## src/rtl/vga_txt_block_writer_pkg.sv

```systemverilog
// Shared definitions for the VGA text block writer.
//   - Register-select codes of the VGA text controller register port.
//   - State encodings for the block sequencer and the single-transfer engine.
package vga_txt_pkg;

  localparam logic [7:0] REG_STATUS  = 8'h00;
  localparam logic [7:0] REG_DATA    = 8'h01;
  localparam logic [7:0] REG_CUR_AL  = 8'h02;
  localparam logic [7:0] REG_CUR_AH  = 8'h03;
  localparam logic [7:0] REG_CONTROL = 8'h04;

  // Block sequencer: which kind of transfer is in flight.
  typedef enum logic [1:0] {
    WrIdle,
    WrSet,   // cursor set transfer (SET_CS / SET_REL / SET_WAIT)
    WrDat,   // data transfer (DAT_CS / DAT_REL / DAT_WAIT)
    WrDone
  } wr_state_e;

  // Single-transfer handshake phases.
  typedef enum logic [1:0] {
    XfIdle,
    XfCs,
    XfRel,
    XfWait
  } xf_state_e;

endpackage

```

## src/rtl/vga_txt_block_writer_if.sv

```systemverilog
// Command and register-port signals of the VGA text block writer.
//   master: the writer (takes commands, drives the controller register port)
//   slave : host/controller side
// Command: i_start_h, i_adr, i_len, i_char, i_mode_inc -> o_busy_h, o_done_h, o_err_h
// Register port: o_cmd, o_cursor_adr, o_port, o_cs_h, o_rl_wh <- i_ready_h
interface vga_txt_block_writer_if #(
  parameter int unsigned ADR_W = 11,
  parameter int unsigned LEN_W = 12
) ();

  logic             i_start_h;
  logic [ADR_W-1:0] i_adr;
  logic [LEN_W-1:0] i_len;
  logic [7:0]       i_char;
  logic             i_mode_inc;
  logic             o_busy_h;
  logic             o_done_h;
  logic             o_err_h;
  logic [7:0]       o_cmd;
  logic [ADR_W-1:0] o_cursor_adr;
  logic [7:0]       o_port;
  logic             o_cs_h;
  logic             o_rl_wh;
  logic             i_ready_h;

  modport master (
    input  i_start_h, i_adr, i_len, i_char, i_mode_inc, i_ready_h,
    output o_busy_h, o_done_h, o_err_h, o_cmd, o_cursor_adr, o_port, o_cs_h, o_rl_wh
  );

  modport slave (
    output i_start_h, i_adr, i_len, i_char, i_mode_inc, i_ready_h,
    input  o_busy_h, o_done_h, o_err_h, o_cmd, o_cursor_adr, o_port, o_cs_h, o_rl_wh
  );

endinterface

```

## src/rtl/vga_txt_block_writer_xfer.sv

```systemverilog
// vga_reg_xfer: single-transfer handshake engine for the controller register port.
// A transfer is CS (one-cycle strobe) -> REL -> WAIT (until ready). ack pulses in the WAIT
// cycle that sees ready; a new req may be issued in that same cycle so back-to-back
// transfers start every 3 cycles.
// Ports:
//   clk, rst                  clock, async active-high reset
//   req, req_cmd/data/adr     transfer request (accepted when idle or on ack)
//   ready                     controller ready, sampled in WAIT only
//   cs, ack                   strobe and completion pulse
//   tmo                       timeout pulse (VGA_WR_TIMEOUT_EN builds only)
//   bus_cmd/bus_data/bus_adr  register-port fields, held between transfers
// Config macro: VGA_WR_TIMEOUT_EN adds a TMO_W wait counter and the tmo output.
module vga_reg_xfer
  import vga_txt_pkg::*;
#(
  parameter int unsigned ADR_W = 11
`ifdef VGA_WR_TIMEOUT_EN
  ,
  parameter int unsigned TMO_W = 16
`endif
) (
  input  logic             clk,
  input  logic             rst,
  input  logic             req,
  input  logic [7:0]       req_cmd,
  input  logic [7:0]       req_data,
  input  logic [ADR_W-1:0] req_adr,
  input  logic             ready,
  output logic             cs,
  output logic             ack,
`ifdef VGA_WR_TIMEOUT_EN
  output logic             tmo,
`endif
  output logic [7:0]       bus_cmd,
  output logic [7:0]       bus_data,
  output logic [ADR_W-1:0] bus_adr
);

  xf_state_e        state_q, state_d;
  logic [7:0]       cmd_q, data_q;
  logic [ADR_W-1:0] adr_q;
  logic             load;

`ifdef VGA_WR_TIMEOUT_EN
  logic [TMO_W-1:0] tmo_cnt_q, tmo_cnt_d;
`endif

  always_comb begin
    state_d = state_q;
    ack     = 1'b0;
`ifdef VGA_WR_TIMEOUT_EN
    tmo       = 1'b0;
    tmo_cnt_d = tmo_cnt_q;
`endif
    unique case (state_q)
      XfIdle: if (req) state_d = XfCs;
      XfCs: begin
        state_d = XfRel;
`ifdef VGA_WR_TIMEOUT_EN
        tmo_cnt_d = '0;
`endif
      end
      XfRel: state_d = XfWait;
      XfWait: begin
        if (ready) begin
          ack     = 1'b1;
          state_d = req ? XfCs : XfIdle;
`ifdef VGA_WR_TIMEOUT_EN
        end else if (tmo_cnt_q == '1) begin
          tmo     = 1'b1;
          state_d = XfIdle;
        end else begin
          tmo_cnt_d = tmo_cnt_q + TMO_W'(1);
`endif
        end
      end
      default: state_d = XfIdle;
    endcase
    load = req && ((state_q == XfIdle) || ack);
  end

  always_ff @(posedge clk or posedge rst) begin
    if (rst) begin
      state_q <= XfIdle;
      cmd_q   <= '0;
      data_q  <= '0;
      adr_q   <= '0;
    end else begin
      state_q <= state_d;
      if (load) cmd_q <= req_cmd;
      // Cursor and data fields each keep the value of their own last transfer.
      if (load && (req_cmd == REG_CUR_AH)) adr_q <= req_adr;
      if (load && (req_cmd != REG_CUR_AH)) data_q <= req_data;
    end
  end

`ifdef VGA_WR_TIMEOUT_EN
  always_ff @(posedge clk or posedge rst) begin
    if (rst) tmo_cnt_q <= '0;
    else     tmo_cnt_q <= tmo_cnt_d;
  end
`endif

  assign cs       = (state_q == XfCs);
  assign bus_cmd  = cmd_q;
  assign bus_data = data_q;
  assign bus_adr  = adr_q;

endmodule

```

## src/rtl/vga_txt_block_writer.sv

```systemverilog
// vga_txt_block_writer: block writer for the VGA text controller register port.
// One command (start cell, length, char, mode) sets the cursor and streams LEN character
// writes, re-setting the cursor to cell 0 when the address reaches SCREEN_CELLS.
// Ports:
//   i_clk, i_rst_h   clock, async active-high reset
//   bus (master)     command inputs, busy/done/err status, register port (see interface)
// Config macro: VGA_WR_TIMEOUT_EN enables the ready timeout and the sticky o_err_h flag;
// without it o_err_h is tied 0 and the writer waits for ready indefinitely.
module vga_txt_block_writer
  import vga_txt_pkg::*;
#(
  parameter int unsigned ADR_W        = 11,
  parameter int unsigned LEN_W        = 12,
  parameter int unsigned SCREEN_CELLS = 2000,
  parameter int unsigned TMO_W        = 16
) (
  input logic                   i_clk,
  input logic                   i_rst_h,
  vga_txt_block_writer_if.master bus
);

  localparam logic [ADR_W:0] ScreenEnd = (ADR_W + 1)'(SCREEN_CELLS);

  wr_state_e        wr_q, wr_d;
  logic [ADR_W-1:0] adr_q, adr_d;
  logic [LEN_W-1:0] cnt_q, cnt_d;
  logic [7:0]       char_q, char_d;
  logic             inc_q, inc_d;

  logic             req, ack;
  logic [7:0]       req_cmd, req_data;
  logic [ADR_W-1:0] req_adr;
  logic [ADR_W:0]   adr_inc;
  logic [7:0]       char_nxt;
  logic             wrap;

`ifdef VGA_WR_TIMEOUT_EN
  logic err_q, err_d;
  logic tmo;
`endif

  assign adr_inc  = {1'b0, adr_q} + (ADR_W + 1)'(1);
  assign wrap     = (adr_inc == ScreenEnd);
  assign char_nxt = char_q + {7'd0, inc_q};

  // Sequencer: the step to the next cell is taken in the cycle the data transfer is
  // acknowledged, so the following transfer is requested without a dead cycle.
  always_comb begin
    wr_d     = wr_q;
    adr_d    = adr_q;
    cnt_d    = cnt_q;
    char_d   = char_q;
    inc_d    = inc_q;
    req      = 1'b0;
    req_cmd  = REG_DATA;
    req_data = char_q;
    req_adr  = adr_q;
`ifdef VGA_WR_TIMEOUT_EN
    err_d = err_q;
`endif
    unique case (wr_q)
      WrIdle: begin
        if (bus.i_start_h) begin
`ifdef VGA_WR_TIMEOUT_EN
          err_d = 1'b0;
`endif
          if (bus.i_len == '0) begin
            wr_d = WrDone;
          end else begin
            adr_d    = bus.i_adr;
            cnt_d    = bus.i_len;
            char_d   = bus.i_char;
            inc_d    = bus.i_mode_inc;
            req      = 1'b1;
            req_cmd  = REG_CUR_AH;
            req_adr  = bus.i_adr;
            req_data = bus.i_char;
            wr_d     = WrSet;
          end
        end
      end
      WrSet: begin
`ifdef VGA_WR_TIMEOUT_EN
        if (tmo) begin
          err_d = 1'b1;
          wr_d  = WrDone;
        end else
`endif
        if (ack) begin
          req  = 1'b1;
          wr_d = WrDat;
        end
      end
      WrDat: begin
`ifdef VGA_WR_TIMEOUT_EN
        if (tmo) begin
          err_d = 1'b1;
          wr_d  = WrDone;
        end else
`endif
        if (ack) begin
          cnt_d  = cnt_q - LEN_W'(1);
          char_d = char_nxt;
          adr_d  = wrap ? '0 : adr_inc[ADR_W-1:0];
          if (cnt_q == LEN_W'(1)) begin
            wr_d = WrDone;
          end else if (wrap) begin
            req     = 1'b1;
            req_cmd = REG_CUR_AH;
            req_adr = '0;
            wr_d    = WrSet;
          end else begin
            req      = 1'b1;
            req_data = char_nxt;
            req_adr  = adr_inc[ADR_W-1:0];
          end
        end
      end
      WrDone:  wr_d = WrIdle;
      default: wr_d = WrIdle;
    endcase
  end

  always_ff @(posedge i_clk or posedge i_rst_h) begin
    if (i_rst_h) begin
      wr_q   <= WrIdle;
      adr_q  <= '0;
      cnt_q  <= '0;
      char_q <= '0;
      inc_q  <= 1'b0;
    end else begin
      wr_q   <= wr_d;
      adr_q  <= adr_d;
      cnt_q  <= cnt_d;
      char_q <= char_d;
      inc_q  <= inc_d;
    end
  end

`ifdef VGA_WR_TIMEOUT_EN
  always_ff @(posedge i_clk or posedge i_rst_h) begin
    if (i_rst_h) err_q <= 1'b0;
    else         err_q <= err_d;
  end
  assign bus.o_err_h = err_q;
`else
  assign bus.o_err_h = 1'b0;
`endif

  vga_reg_xfer #(
    .ADR_W(ADR_W)
`ifdef VGA_WR_TIMEOUT_EN
    ,
    .TMO_W(TMO_W)
`endif
  ) u_xfer (
    .clk      (i_clk),
    .rst      (i_rst_h),
    .req      (req),
    .req_cmd  (req_cmd),
    .req_data (req_data),
    .req_adr  (req_adr),
    .ready    (bus.i_ready_h),
    .cs       (bus.o_cs_h),
    .ack      (ack),
`ifdef VGA_WR_TIMEOUT_EN
    .tmo      (tmo),
`endif
    .bus_cmd  (bus.o_cmd),
    .bus_data (bus.o_port),
    .bus_adr  (bus.o_cursor_adr)
  );

  assign bus.o_busy_h = (wr_q == WrSet) || (wr_q == WrDat);
  assign bus.o_done_h = (wr_q == WrDone);
  // Every transfer of this block is a write.
  assign bus.o_rl_wh  = bus.o_cs_h;

endmodule

```

## src/flat_wrapper.sv

```systemverilog
// flat-port wrapper written by rule: the top's interface ports become plain ports
module vga_txt_block_writer_flat import vga_txt_pkg::*;
#(
  parameter int unsigned ADR_W        = 11,
  parameter int unsigned LEN_W        = 12,
  parameter int unsigned SCREEN_CELLS = 2000,
  parameter int unsigned TMO_W        = 16
)
  (i_clk, i_rst_h, bus_i_start_h, bus_i_adr, bus_i_len, bus_i_char, bus_i_mode_inc, bus_i_ready_h, bus_o_busy_h, bus_o_done_h, bus_o_err_h, bus_o_cmd, bus_o_cursor_adr, bus_o_port, bus_o_cs_h, bus_o_rl_wh);
  vga_txt_block_writer_if #(.ADR_W(ADR_W), .LEN_W(LEN_W)) bus_i ();
  input logic i_clk;
  input logic i_rst_h;
  input wire logic [$bits(bus_i.i_start_h)-1:0] bus_i_start_h;
  input wire logic [$bits(bus_i.i_adr)-1:0] bus_i_adr;
  input wire logic [$bits(bus_i.i_len)-1:0] bus_i_len;
  input wire logic [$bits(bus_i.i_char)-1:0] bus_i_char;
  input wire logic [$bits(bus_i.i_mode_inc)-1:0] bus_i_mode_inc;
  input wire logic [$bits(bus_i.i_ready_h)-1:0] bus_i_ready_h;
  output wire logic [$bits(bus_i.o_busy_h)-1:0] bus_o_busy_h;
  output wire logic [$bits(bus_i.o_done_h)-1:0] bus_o_done_h;
  output wire logic [$bits(bus_i.o_err_h)-1:0] bus_o_err_h;
  output wire logic [$bits(bus_i.o_cmd)-1:0] bus_o_cmd;
  output wire logic [$bits(bus_i.o_cursor_adr)-1:0] bus_o_cursor_adr;
  output wire logic [$bits(bus_i.o_port)-1:0] bus_o_port;
  output wire logic [$bits(bus_i.o_cs_h)-1:0] bus_o_cs_h;
  output wire logic [$bits(bus_i.o_rl_wh)-1:0] bus_o_rl_wh;
  assign bus_i.i_start_h = bus_i_start_h;
  assign bus_i.i_adr = bus_i_adr;
  assign bus_i.i_len = bus_i_len;
  assign bus_i.i_char = bus_i_char;
  assign bus_i.i_mode_inc = bus_i_mode_inc;
  assign bus_i.i_ready_h = bus_i_ready_h;
  assign bus_o_busy_h = bus_i.o_busy_h;
  assign bus_o_done_h = bus_i.o_done_h;
  assign bus_o_err_h = bus_i.o_err_h;
  assign bus_o_cmd = bus_i.o_cmd;
  assign bus_o_cursor_adr = bus_i.o_cursor_adr;
  assign bus_o_port = bus_i.o_port;
  assign bus_o_cs_h = bus_i.o_cs_h;
  assign bus_o_rl_wh = bus_i.o_rl_wh;
  vga_txt_block_writer #(.ADR_W(ADR_W), .LEN_W(LEN_W), .SCREEN_CELLS(SCREEN_CELLS), .TMO_W(TMO_W)) u_core (.i_clk(i_clk), .i_rst_h(i_rst_h), .bus(bus_i));
endmodule
```

## config.mk

```make
export PLATFORM = sky130hd
export DESIGN_NAME = vga_txt_block_writer_flat
export DESIGN_NICKNAME = d
export VERILOG_FILES = /design/src/rtl/vga_txt_block_writer_pkg.sv /design/src/rtl/vga_txt_block_writer_if.sv /design/src/rtl/vga_txt_block_writer_xfer.sv /design/src/rtl/vga_txt_block_writer.sv /design/src/flat_wrapper.sv
export SDC_FILE = /design/constraint.sdc
export NUM_CORES = 1
export LEC_CHECK = 0
export CORE_MARGIN = 10
export CORE_UTILIZATION = 48
export CTS_CLUSTER_SIZE = 40
export DETAILED_ROUTE_END_ITERATION = 6
export PLACE_DENSITY_LB_ADDON = 0.3
export SLEW_MARGIN = 20
export SYNTH_ARGS = -nofsm -noshare
export SYNTH_HDL_FRONTEND = slang
export SYNTH_SLANG_ARGS = --single-unit
```

## constraint.sdc

```tcl
create_clock -name i_clk -period 4.4 [get_ports i_clk]
set_input_delay 0.66 -clock i_clk [delete_from_list [all_inputs] [get_ports i_clk]]
set_output_delay 0.66 -clock i_clk [all_outputs]
set_load 0.005 [all_outputs]
```

==> impl_metrics.toml <==
[finish]
design_area_um2 = 4796
register_area_um2 = 1426
nets = 554
multiInputGateArea_um2 = 2317
drive_above_1_share_pct = 8.415
diodes = 0
final_cells = 616
area_growth_pct = 20.65
finish.utilization_pct = 58.96
fillers = 736

[global_routing]
grt_max_degree = 37
overflow = 0
grt_pass1_vias = 3859
grt.total_usage_pct = 18.60
grt_pass1_wl_mm = 19.26
antenna_found_initial = 0

[clocking]
clock-sinks = 57
clkLatencyLatePin_ps = 350
cts_max_path_buffers = 2
cts_setup_buffers = 0
cts_resized = 0
cts_root_buffer = "clkbuf_8"
cts_buffers = 9
cts_tree = "yes"
cts.htree.levels = 3
hold_buffers = 0
clk_pin_slew_worst_paths_ps = 80

[synthesis]
synth_top_area_share_pct = 35.88
synth.top_cells.by_count = "57 x dfrtp_1, 40 x nor2_1, 39 x a21oi_1, 39 x nand2_1, 26 x nand3_1"
synthMuxAreaShare_pct = 6.106
synthTopCellsByArea = "dfrtp_1 36%, a21oi_1 4.9%, ha_1 3.8%"
synth-compound-area-share_pct = 27.07
ys_types = 62
yosys_warnings = 0
synth_flop_cell = "dfrtp_1"
ys_seq_area_share_pct = 35.88
synth_area_per_cell_um2 = 8.641
synth_fa_ha_area_share_pct = 3.777
async_flop_share_pct = 100.0
synth_edf_count = 0
synth_seq_cells = 57
postSynthCellCount = 460
yosysMostFrequentCell = "dfrtp_1"
synth_simple_gate_area_share_pct = 19.14
yosysTopAreaCell = "dfrtp_1"
synthesis.area_um2 = 3975
synth-xor-area-share_pct = 1.542
synth_top_family_by_area = "compound AO/OA/AOI/OAI gates"

[route]
drt_wl_total_mm = 11.90
dr.pass1.iters = 6
wl_per_cell_um = 19.31
viasPerCell = 6.453
drtAntennaViolNets = 0
drtIter0Drc = 292
drc = 0
vias = 3975

[setup_path]
crit_chain = "inv_1, ha_1, nand3_1, a41o_1, o31ai_4, and2_4, mux2_2"
crit_start = "u_core.wr_q[0]"
reg2reg_slack_ps = 1030
cp-end-kind = "flop"
timing.rr.end = "u_core.u_xfer.bus_adr[9]"
critPathSlowestCell = "a41o_1"
crit_required_ps = 4650
endpoint = "u_core.u_xfer.bus_adr[9]"
reg2reg_depth = 7
worstPathMaxFanout = 14
criticalPathCategory = "flop to flop"
r2r-start = "u_core.wr_q[0]"
critPathArrivalTime_ps = 3610
critPathLaunchType = "flop"
cpPeakStageDelay_ps = 590

[floorplan]
fp-row-count = 33
die_x_um = 111
start_util_pct = 48.87
io_pins = 68
die_h_um = 111
die-area_um2 = 12320
core_um2 = 8134

[sta]
setup_viol = 0
relSlewSlack_pct = 44.06
period_share_pct = 76.54
finalClockSkew_ps = 12.63
max_clock_freq_mhz = 296.9
finalHoldViolCount = 0
drv_slew = 0
fin_tns_setup_ps = 0
worst_pin_slew_ps = 839.2
post-route-min-period_ps = 3368
grt_setup_unrepaired = "false"

[run_status]
status = "completed"

[power_and_ir_drop]
seqPwrFrac_pct = 31.4
p_int_uw = 1943
swShare_pct = 43.51
leakage_uw = 0.001901
clkPwrFrac_pct = 16.1
p_total_uw = 3439
p_per_area_nw_per_um2 = 717.2
peakVddDrop_uv = 330.2
p_switching_uw = 1497
pwr-share-comb_pct = 52.5

[hold_path]
hold_path_class = "flop to flop"

[flow_run]
maxCapViolCount = 0

[placement]
placed_area_um2 = 4577
post-place-cells = 600
place_congestion = 0.9440
portBuffers = 60
dp_hpwl_mm = 8.524
==> layer usage <==
layer | GRT usage [%] | up-vias | wire [um]
li1 | - | 1803 | -
met1 | 23.97 | 1911 | 5133
met2 | 28.42 | 219 | 5443
met3 | 5.682 | 42 | 1022
met4 | 7.031 | 0 | 297
met5 | 0 | - | 0
==> cell usage in the layout, fill, tap and decap left out, types with 4 or more instances in the layout <==
cell type | netlist | layout
a21oi_1 | 39 | 39
a221oi_1 | 4 | 4
a22oi_1 | 7 | 7
a2bb2oi_1 | 7 | 7
a31oi_1 | 10 | 10
a32oi_1 | 4 | 4
and3_1 | 8 | 8
buf_4 | 9 | 5
clkbuf_8 | 0 | 9
clkdlybuf4s50_1 | 0 | 60
conb_1 | 1 | 7
dfrtp_1 | 57 | 57
ha_1 | 12 | 12
inv_1 | 17 | 16
mux2_2 | 6 | 6
mux2_4 | 5 | 5
mux2i_1 | 10 | 10
nand2_1 | 39 | 39
nand2b_1 | 7 | 7
nand3_1 | 26 | 26
nor2_1 | 40 | 40
nor2b_1 | 5 | 5
nor3_1 | 13 | 13
o21ai_0 | 21 | 21
o221ai_1 | 10 | 10
o22a_1 | 4 | 4
o22ai_1 | 9 | 9
xnor2_1 | 4 | 4
==> state kept, by name (all words and copies together) (netlist names) <==
| name | cells |
|---|---|
| u_core.inc_q | 1 |
| u_core.cnt_q | 12 |
| u_core.u_xfer.bus_data | 8 |
| u_core.wr_q | 2 |
| u_core.adr_q | 11 |
| u_core.char_q | 8 |
| u_core.u_xfer.bus_adr | 11 |
| u_core.u_xfer.state_q | 2 |
| u_core.u_xfer.bus_cmd | 2 |
==> stage by stage <==
step	hold WS [ps]	setup slack (ps)
2_1_floorplan	452.3	1926
3_3_place_gp	455.0	1016
3_5_place_dp	458.6	959.4
4_1_cts	483.5	1119
5_1_grt	505.3	907.8
6_report	479.9	1032
==> logic make-up (layout without fill, tap and decap cells) <==
kind of cell	count (synthesis)	count (layout)
AND/OR/NAND/NOR	157	157
AO/OA/AOI/OAI	152	152
flip-flops	57	57
buffers and inverters	53	98
multiplexers	21	21
adder cells (fa/ha/maj)	12	12
XOR/XNOR	7	7
other	1	7
==> area by class of cell <==
class                           instances  area share [%]
Sequential cell                        57           29.74
Multi-Input combinational cell        356           48.32
Clock buffer                            9           2.583
Tap cell                              105           2.739
Clock inverter                          7           1.983
Inverter                               17           1.331
Timing Repair Buffer                   65           13.31
==> worst max-delay path, delay by kind of cell (launching register included) <==
family          cells  cell delay [ps]
compound gates      2              980
fa+ha+maj           1              540
buf+inv             1              100
flops               1              420
mux                 1              350
simple gates        2              870
==> how the worst min path moves through the flow <==
stage	startpoint	endpoint	cells after the start
3_5_place_dp	u_core.u_xfer.bus_cmd[0]	u_core.u_xfer.bus_cmd[0]	1
4_1_cts	u_core.u_xfer.bus_cmd[0]	u_core.u_xfer.bus_cmd[0]	1
2_1_floorplan	u_core.inc_q	u_core.inc_q	2
6_report	u_core.u_xfer.bus_cmd[0]	u_core.u_xfer.bus_cmd[0]	1
3_3_place_gp	u_core.u_xfer.bus_cmd[0]	u_core.u_xfer.bus_cmd[0]	1
5_1_grt	u_core.u_xfer.bus_cmd[0]	u_core.u_xfer.bus_cmd[0]	1
==> power groups by stage <==
stage	registers [uW]	clock network, uW	logic (uW)
2_1_floorplan	968	0	1280
3_3_place_gp	1060	0	1740
3_5_place_dp	1080	0	1790
4_1_cts	1070	559	1790
5_1_grt	1120	589	1980
6_report	1080	553	1810
Note: power is estimated with default switching activity, not from simulation.
